[config.mk]
export PLATFORM = sky130hd
export DESIGN_NAME = led_panel_rx
export DESIGN_NICKNAME = d
export VERILOG_FILES = /design/src/rtl/led_panel_rx.sv
export SDC_FILE = /design/constraint.sdc
export NUM_CORES = 1
export LEC_CHECK = 0
export BUFFER_PORTS_ARGS = -buffer_cell sky130_fd_sc_hd__buf_4
export CAP_MARGIN = 20
export CORE_ASPECT_RATIO = 2
export CORE_MARGIN = 2
export CORE_UTILIZATION = 45
export DETAILED_ROUTE_END_ITERATION = 8
export GPL_TIMING_DRIVEN = 0
export PLACE_DENSITY = 0.7
export SYNTH_ARGS = -nofsm -noshare
export SYNTH_HDL_FRONTEND = slang
export SYNTH_SLANG_ARGS = --single-unit
[constraint.sdc]
create_clock -name clk -period 15.7 [get_ports clk]
set_input_delay 4.71 -clock clk [delete_from_list [all_inputs] [get_ports clk]]
set_output_delay 4.71 -clock clk [all_outputs]
set_load 0.01 [all_outputs]
[src/rtl/led_panel_rx.sv]
// led_panel_rx: receives a HUB75-style LED panel bus and re-emits each latched
// row as a ready/valid pixel stream, column 0 first.
//
// Ports
//   clk, rst            system clock, asynchronous active-high reset
//   RGB0, RGB1          top/bottom half pixel data (panel clock domain)
//   ADDR                row address (panel clock domain)
//   BLANK, LATCH, SCLK  panel blank, latch and shift clock (panel clock domain)
//   px_valid, px_ready  pixel-stream handshake
//   px_x, px_row        column and row of the current pixel
//   px_rgb0, px_rgb1    top and bottom pixel colour
//   px_last             current pixel is the last of the row
//   px_frame_start      row being streamed has address 0
//   overrun, row_err    sticky error flags, cleared only by reset
module led_panel_rx #(
    parameter int unsigned WIDTH       = 64,
    parameter int unsigned ADDR_BITS   = 5,
    parameter int unsigned SYNC_STAGES = 2
) (
    input  logic                     clk,
    input  logic                     rst,
    input  logic [2:0]               RGB0,
    input  logic [2:0]               RGB1,
    input  logic [ADDR_BITS-1:0]     ADDR,
    input  logic                     BLANK,
    input  logic                     LATCH,
    input  logic                     SCLK,
    output logic                     px_valid,
    input  logic                     px_ready,
    output logic [$clog2(WIDTH)-1:0] px_x,
    output logic [ADDR_BITS-1:0]     px_row,
    output logic [2:0]               px_rgb0,
    output logic [2:0]               px_rgb1,
    output logic                     px_last,
    output logic                     px_frame_start,
    output logic                     overrun,
    output logic                     row_err
);

    localparam int unsigned XW   = $clog2(WIDTH);
    localparam int unsigned CW   = $clog2(WIDTH + 2);
    localparam int unsigned IN_W = ADDR_BITS + 9;

    typedef enum logic {IDLE, STREAM} state_t;

    state_t                 state, state_nxt;
    logic [IN_W-1:0]        sync_q [SYNC_STAGES];
    logic [2:0]             rgb0_s, rgb1_s;
    logic [ADDR_BITS-1:0]   addr_s;
    logic                   blank_s, latch_s, sclk_s;
    logic                   sclk_d, latch_d;
    logic                   sclk_rise, latch_rise;
    logic [CW-1:0]          col_cnt, cnt_nxt;
    logic [5:0]             shift_buf [WIDTH];
    logic [5:0]             shift_nxt [WIDTH];
    logic [5:0]             out_buf   [WIDTH];
    logic                   accept, drop, advance;
    logic [XW-1:0]          x_inc;

    // Synchronizer chain shared by all panel inputs
    always_ff @(posedge clk or posedge rst) begin
        if (rst) begin
            for (int i = 0; i < int'(SYNC_STAGES); i++) sync_q[i] <= '0;
        end else begin
            sync_q[0] <= {ADDR, BLANK, LATCH, SCLK, RGB1, RGB0};
            for (int i = 1; i < int'(SYNC_STAGES); i++) sync_q[i] <= sync_q[i-1];
        end
    end

    assign {addr_s, blank_s, latch_s, sclk_s, rgb1_s, rgb0_s} = sync_q[SYNC_STAGES-1];

    // Edge detectors on the synchronized strobes
    always_ff @(posedge clk or posedge rst) begin
        if (rst) begin
            sclk_d  <= 1'b0;
            latch_d <= 1'b0;
        end else begin
            sclk_d  <= sclk_s;
            latch_d <= latch_s;
        end
    end

    assign sclk_rise  = sclk_s & ~sclk_d;
    assign latch_rise = latch_s & ~latch_d;
    assign x_inc      = px_x + XW'(1);

    // Newest pixel enters at x=0; the value seen by a same-cycle latch includes it
    always_comb begin
        shift_nxt = shift_buf;
        if (sclk_rise) begin
            shift_nxt[0] = {rgb1_s, rgb0_s};
            for (int i = 1; i < int'(WIDTH); i++) shift_nxt[i] = shift_buf[i-1];
        end
    end

    // Saturating shift count, including a shift coincident with the latch
    always_comb begin
        cnt_nxt = col_cnt;
        if (sclk_rise && col_cnt != CW'(WIDTH + 1)) cnt_nxt = col_cnt + CW'(1);
    end

    // Pixel storage carries no reset
    always_ff @(posedge clk) begin
        shift_buf <= shift_nxt;
        if (accept) out_buf <= shift_nxt;
    end

    always_ff @(posedge clk or posedge rst) begin
        if (rst)             col_cnt <= '0;
        else if (latch_rise) col_cnt <= '0;
        else                 col_cnt <= cnt_nxt;
    end

    always_ff @(posedge clk or posedge rst) begin
        if (rst) state <= IDLE;
        else     state <= state_nxt;
    end

    // Next state and per-cycle control strobes
    always_comb begin
        state_nxt = state;
        accept    = 1'b0;
        drop      = 1'b0;
        advance   = 1'b0;
        case (state)
            IDLE: begin
                if (latch_rise) begin
                    accept    = 1'b1;
                    state_nxt = STREAM;
                end
            end
            STREAM: begin
                drop = latch_rise;
                if (px_valid && px_ready) begin
                    advance = 1'b1;
                    if (px_x == XW'(WIDTH - 1)) state_nxt = IDLE;
                end
            end
            default: state_nxt = IDLE;
        endcase
    end

    // Registered pixel-stream outputs and sticky flags
    always_ff @(posedge clk or posedge rst) begin
        if (rst) begin
            px_valid       <= 1'b0;
            px_x           <= '0;
            px_row         <= '0;
            px_rgb0        <= '0;
            px_rgb1        <= '0;
            px_last        <= 1'b0;
            px_frame_start <= 1'b0;
            overrun        <= 1'b0;
            row_err        <= 1'b0;
        end else begin
            if (accept) begin
                px_valid       <= 1'b1;
                px_x           <= '0;
                px_row         <= addr_s;
                px_rgb0        <= shift_nxt[0][2:0];
                px_rgb1        <= shift_nxt[0][5:3];
                px_last        <= 1'b0;
                px_frame_start <= (addr_s == '0);
                if (cnt_nxt != CW'(WIDTH) || !blank_s) row_err <= 1'b1;
            end else if (advance) begin
                if (state_nxt == IDLE) begin
                    px_valid       <= 1'b0;
                    px_x           <= '0;
                    px_last        <= 1'b0;
                    px_frame_start <= 1'b0;
                end else begin
                    px_x    <= x_inc;
                    px_rgb0 <= out_buf[x_inc][2:0];
                    px_rgb1 <= out_buf[x_inc][5:3];
                    px_last <= (x_inc == XW'(WIDTH - 1));
                end
            end
            if (drop) overrun <= 1'b1;
        end
    end

endmodule

==> results of run 1 <==
==> synthesized netlist by cell type, drive strengths merged (8+ instances only) <==
cell       n
dfrtp     60
edfxtp   384
a31oi     20
mux2i     18
a32oi     18
xor2       9
a21oi     11
nor4       9
nand2   1328
mux4      60
clkbuf    74
and3      11
and2       8
buf       68
nor2      52
a211oi     8
dfxtp    384
o21ai     13
nand3     49
==> power groups by stage <==
| stage | combinational [mW] | sequential, mW | clock (mW) |
|---|---|---|---|
| after floorplan | 0.624 | 2.41 | 0 |
| after global placement | 1.02 | 2.42 | 0 |
| after detailed placement | 1.03 | 2.42 | 0 |
| after CTS | 1.04 | 2.37 | 1.70 |
| after global routing | 1.10 | 2.38 | 1.78 |
| final | 1.05 | 2.37 | 1.67 |
==> layout by cell type (no fill, tap or decap), types with 9 or more instances in the layout <==
master,n
clkbuf_8,10
a31oi_1,20
clkbuf_16,69
nor2_1,51
a21oi_1,11
mux4_2,60
a32oi_1,18
dfxtp_1,384
buf_4,46
and3_1,11
nand2_1,1328
clkbuf_1,91
mux2i_1,18
nor4_1,9
edfxtp_1,384
o21ai_0,12
nand3_1,49
buf_2,48
dfrtp_1,60
==> stage by stage <==
stage	total power, mW	util [%]	area (sq um)	worst slack [ns]	cells
after floorplan	3.04	-	29500	3.44	2636
after global placement	3.44	47.7	30900	-1.29	3545
after detailed placement	3.45	48.0	31100	9.24	3552
after CTS	5.11	51.3	33200	9.70	3670
after global routing	5.26	51.3	33200	9.64	3672
final	5.09	51.3	33200	9.69	3672
==> flip-flops by register name (all words and copies together) (netlist names) <==
name	flops
rgb0_s	3
addr_s	5
px_last	1
px_rgb1	3
px_x	6
sclk_d	1
row_err	1
px_valid	1
out_buf	384
sclk_s	1
state	1
overrun	1
sync_q	14
px_frame_start	1
blank_s	1
latch_d	1
shift_buf	384
rgb1_s	3
latch_s	1
px_rgb0	3
px_row	5
col_cnt	7
==> layout make-up <==
class | count | area (sq um) | area share (%)
well taps | 871 | 1090 | 3.28
plain buffers | 142 | 687 | 2.07
diodes | 1 | 2.50 | 0.00753
multi-input cells | 1661 | 8070 | 24.3
clock buffers | 97 | 1930 | 5.82
repair buffers | 46 | 478 | 1.44
clock inverters | 21 | 213 | 0.640
inverters | 5 | 21.3 | 0.0640
flip-flops and latches | 828 | 20700 | 62.4
==> logic make-up (layout without fill, tap and decap cells) <==
family,Yosys count,count (layout)
AO/OA/AOI/OAI,86,86
XOR/XNOR,14,14
adder cells (fa/ha/maj),4,4
buffers and inverters,147,311
flip-flops,828,828
multiplexers,78,78
other,0,1
AND/OR/NAND/NOR,1479,1479
==> worst max-delay path by stage <==
stage	startpoint	end	slack, ns	depth (start not counted)
2_1_floorplan	state	out_buf[0]	3.44	4
5_1_grt	px_ready	px_rgb0[2]	9.64	6
3_3_place_gp	state	out_buf[225]	-1.29	4
4_1_cts	px_x[1]	px_x[1]	9.70	1
6_report	px_ready	px_rgb0[2]	9.69	6
3_5_place_dp	px_ready	px_rgb1[2]	9.24	6
==> metal layers <==
layer / share of wire, % / vias to the layer above / global-route usage [%]
met5: 0 / - / 0
met3: 4.1 / 223 / 3.71
met4: 7.9 / 0 / 16.1
li1: - / 8985 / -
met1: 34 / 9077 / 19.6
met2: 54 / 551 / 38.5
==> qor.yml, run 1 <==
worst-path-max-fanout: 10
grtUsageTotal_pct: 20.8
drt_iter0_drc: 1242
portion_of_total_power_attributed_to_the_clock_network_pct: 32.9
synth-edff-count: 384
swShare_pct: 29.4
comb_power_share_pct: 20.6
grt_max_degree: 69
synth_top_area_share_pct: 39.1
cell_family_with_most_cp_delay: "simple AND/OR/NAND/NOR gates"
vias: 18800
worst_r2r_path_depth: 11
drive_above_1_share_pct: 9.68
power.switching_mw: 1.50
hold_viol: 0
synth_warnings: 0
die-area_sq_um: 67700
max-vdd-ir-drop_mv: 0.0909
vias_per_cell: 5.13
max_freq_mhz: 166
worst_path_max_delay_cell: "nor3_1"
cts_max_level: 3
setup_viol: 0
antenna_found_initial: 1
synth_top_cell_by_area: "edfxtp_1"
grt.overflow.total: 0
report.final.slew_viol_count: 0
dominant_combinational_cell_family_by_area_after_synthesis: "simple AND/OR/NAND/NOR gates"
synth_cells: 2636
i_o_buffers: 38
finalHoldWorstSlack_ns: 0.354
timing.critical_path.arrival_ns: 6.57
hold_path_startpoint: "sync_q[26]"
cts-buffers-inserted: 66
reg2reg_from: "px_x[0]"
die_x_um: 185
outcome: "finished clean"
post_synth_and_or_nand_nor_area_fraction_pct: 19.5
worst-r2r-setup-slack_ns: 11.62
synth_compound_gate_area_share_pct: 2.00
synth_fa_ha_area_share_pct: 0.170
yosys-mux-area-fraction_pct: 5.19
timing.final.crit_share_pct: 38.3
ys_dominant_reg_cell: "edfxtp_1"
post_synthesis_share_of_cell_area_spent_on_xor_and_xnor_gates_pct: 0.530
critical_path.max_stage_delay_ns: 0.58
num-nets-final: 2771
clockRootBuffer: "clkbuf_16"
synthesis.area_per_instance_sq_um: 11.2
die_height_um: 366
share_seq_of_total_power_pct: 46.5
post_drt_wl_per_cell_um: 19.0
critical_path.reg2reg.endpoint: "px_rgb0[0]"
wp_data_required_ns: 16.25
synth_nets: 2657
floorplan.core_area_sq_um: 64700
synth_seq_cells: 828
cts-root-to-sink-buffers: 3
synth_cell_type_count: 51
grt_first_pass_wirelength_um: 107000
ys_top_cells_by_area: "edfxtp_1 39%, dfxtp_1 26%, nand2_1 17%"
setup_tns_ns: 0
clock_insertion_delay_worst_skew_ns: 0.61
hold_end: "addr_s[3]"
crit_chain: "buf_4 -> nand3_1 -> nor2_1 -> o21ai_0 -> nor3_1 -> a211o_1"
yosysSeqAreaShare_pct: 70.3
hold_buffers: 0
transition_time_of_the_tightest_slew_check_pin_ns: 1.08
crit_path_start_kind: "input pin"
post_detailed_routing_wire_length_um: 69800
unrepaired_setup_endpoints_after_global_routing: "no"
ys_async_sr_fraction_pct: 7.25
power.leakage_nw: 13.8
detailedRoute.firstPassIterationCount: 7
min_delay_path_depth: 0
core.rowCount: 132
hpwlAfterDp_um: 49300
syn_area_sq_um: 29500
post-cts-setup-buffer-count: 0
drt_drc_violations_left: 0
critical_path.endpoint_type: "register"
critical_path_buf_inv_count: 1
max-cap-violations: 0
fin_worst_skew_ns: 0.0196
hold_path_class: "register to register"
layout.filler_cells: 5550
gp_congestion: 1.07
critPathKind: "input pin to register"
final_period_minus_worst_setup_slack_ns: 6.01
via_count_of_the_first_global_routing_pass: 19600
cts.clk_slew.worst_paths_ns: 0.07
cts.repair.resized: 0
drt.antenna.violating_nets: 0
cellPowerDensity_nw_per_um2: 153
intPower_mw: 3.60
io_pins: 39
area_delta_synth_final_pct: 12.6
max_slew_margin_pct: 28.3
start_util_pct: 45.6
cts_tree: "yes"
numClockSinks: 828
Power figures use the tool's default switching activity.
==> inputs of run 2 (changes only) <==
Settings changed: ABC_AREA set to 1.
Clock period 15.7 ns to 5.7 ns, I/O delays scaled along.
==> run 2 against run 1 <==
Net effect: count of clock-buffer cells in the layout up 16; highest routed layer is now met5; utilization down 0.097 points; clock power rose to 3.0 times the previous value; die area up 3.6%; global-route usage up 3.2 points; register-to-register slack worse by 10 ns; critical path depth up 9; first-iteration DRC count up 94%; hold slack worse by 0.010 ns; sequential share of layout area down 2.3 points; worst setup slack worse by 8.4 ns; largest power group unchanged; critical path type is now register to register.
==> qor.yml, run 2 <==
grt_first_pass_wirelength_um: 126000
hold_path_startpoint: "sync_q[14]"
grtUsageTotal_pct: 24.0
outcome: "finished clean"
worst-path-stages: 15
yosysSeqAreaShare_pct: 67.8
crit_path_start_kind: "register"
floorplan.core_area_sq_um: 67400
max-vdd-ir-drop_mv: 0.446
min_delay_path_depth: 0
worst_r2r_path_depth: 15
cts.clk_slew.worst_paths_ns: 0.07
synth_seq_cells: 828
antenna_found_initial: 2
setup_viol: 0
timing.final.crit_share_pct: 77.5
numClockSinks: 828
cts.repair.resized: 0
synth_cells: 3269
synth_cell_type_count: 29
wp_data_required_ns: 6.25
gp_congestion: 0.960
commonest_cells_after_routing_fill_and_taps_aside: "1,685 x nand2_1, 384 x edfxtp_1, 384 x dfxtp_1, 245 x nand3_1, 141 x inv_1"
critical_path.most_common_cell: "nand3_1"
i_o_buffers: 38
cellPowerDensity_nw_per_um2: 493
critical_path_origin: "px_x[0]"
die_x_um: 188
critPathKind: "register to register"
via_count_of_the_first_global_routing_pass: 21700
hold_viol: 0
drt_iter0_drc: 2414
final_common_cell: "nand2_1"
largestRegisters: "out_buf: 384 flops, shift_buf: 384 flops, sync_q: 14 flops"
synth_top_cells_by_count: "1,685 x nand2_1, 384 x dfxtp_1, 384 x edfxtp_1, 245 x nand3_1, 142 x inv_1"
area_delta_synth_final_pct: 12.9
drt_drc_violations_left: 0
fin_worst_skew_ns: 0.0266
hpwlAfterDp_um: 56500
critical_path.endpoint_type: "register"
synth_warnings: 0
synth_most_common_cell: "nand2_1"
worst_path_max_delay_cell: "clkbuf_1"
max-cap-violations: 0
hold_path_class: "register to register"
start_util_pct: 45.4
unrepaired_setup_endpoints_after_global_routing: "no"
timing.critical_path.arrival_ns: 4.96
diodes: 0
detailedRoute.firstPassIterationCount: 6
vias_per_cell: 5.17
cts-root-to-sink-buffers: 3
transition_time_of_the_tightest_slew_check_pin_ns: 1.05
fin_total_pwr_mw: 17.0
vias: 22400
drive_above_1_share_pct: 7.34
power.leakage_nw: 15.3
synthesis.area_per_instance_sq_um: 9.35
critical_path.max_stage_delay_ns: 0.85
die-area_sq_um: 70100
synth_top_cell_by_area: "edfxtp_1"
critical_path_buf_inv_count: 6
final_period_minus_worst_setup_slack_ns: 4.41
finalHoldWorstSlack_ns: 0.343
grt_max_degree: 173
hold_buffers: 0
layout.filler_cells: 6054
synth_nets: 3290
crit_chain: "buf_2 -> inv_2 -> buf_2 -> buf_2 -> ha_1 -> clkbuf_1 -> clkbuf_1 -> nand2_1 -> nand3_1 -> nand3_1 -> nand3_1 -> nand3_1 -> nand3_1 -> nand2_1 -> nand2_1"
syn_area_sq_um: 30600
post_layout_cell_count: 4336
clock_insertion_delay_worst_skew_ns: 0.63
worst-path-max-fanout: 10
die_height_um: 373
post-cts-setup-buffer-count: 0
max_slew_margin_pct: 29.7
report.final.slew_viol_count: 0
cts-buffers-inserted: 74
core.rowCount: 135
reg2reg_from: "px_x[0]"
io_pins: 39
max_freq_mhz: 227
synth-edff-count: 384
grt.overflow.total: 0
clockRootBuffer: "clkbuf_16"
synth_top_area_share_pct: 37.7
cts_tree: "yes"
post_detailed_routing_wire_length_um: 83900
cts_max_level: 3
ys_top_cells_by_area: "edfxtp_1 38%, dfxtp_1 25%, nand2_1 21%"
ys_async_sr_fraction_pct: 7.25
cell_family_with_most_cp_delay: "buffers and inverters"
post_drt_wl_per_cell_um: 19.4
num-nets-final: 3407
placedCellCount: 4200
drt.antenna.violating_nets: 0
ys_dominant_reg_cell: "edfxtp_1"
## run 2: stage by stage
step | setup TNS [ns] | util (%) | instance area (sq um) | worst slack [ns]
2_1_floorplan | 0 | - | 30600 | 1.68
4_1_cts | 0 | 51.2 | 34500 | 1.44
3_3_place_gp | -0.194 | 47.4 | 32000 | -0.194
5_1_grt | 0 | 51.2 | 34500 | 1.34
6_report | 0 | 51.2 | 34500 | 1.29
3_5_place_dp | 0 | 47.6 | 32100 | 1.47
## run 2: layout make-up
type,count,area [sq um],area share [%]
Clock inverter,23,273,0.790
Buffer,168,793,2.30
Inverter,148,556,1.61
Clock buffer,113,2170,6.30
Timing Repair Buffer,41,360,1.04
Sequential cell,828,20700,60.0
Tap cell,890,1110,3.23
Multi-Input combinational cell,2125,8520,24.7
## run 2: power breakdown
part | internal (mW) | switching (mW) | leakage (nW)
Clock | 2.92 | 2.16 | 1.21
Sequential | 6.42 | 0.158 | 7.37
Combinational | 1.29 | 4.06 | 6.76
## run 2: final timing paths
check,end,slack [ns]
worst max-delay path,px_rgb1[1],1.29
worst min-delay path,rgb0_s[0],0.34
worst max register to register,px_rgb1[1],1.29
worst min register to register,rgb0_s[0],0.34
max in group asynchronous,rgb1_s[1],3.95
min in group asynchronous,sync_q[23],1.15
## run 2: cell families after synthesis
kind of cell | synth area share, %
compound gates | 1.30
xor+xnor | 0.229
fa+ha+maj | 0.164
buf+inv | 4.34
flops | 67.8
simple gates | 26.2
## run 2: layer usage
metal | global-route usage [%] | wire length (um) | share of wire [%]
met1 | 29.9 | 33100 | 39
met2 | 38.9 | 38700 | 46
met3 | 4.64 | 6820 | 8.1
met4 | 14.0 | 5310 | 6.3
met5 | 0 | 29 | 0.035
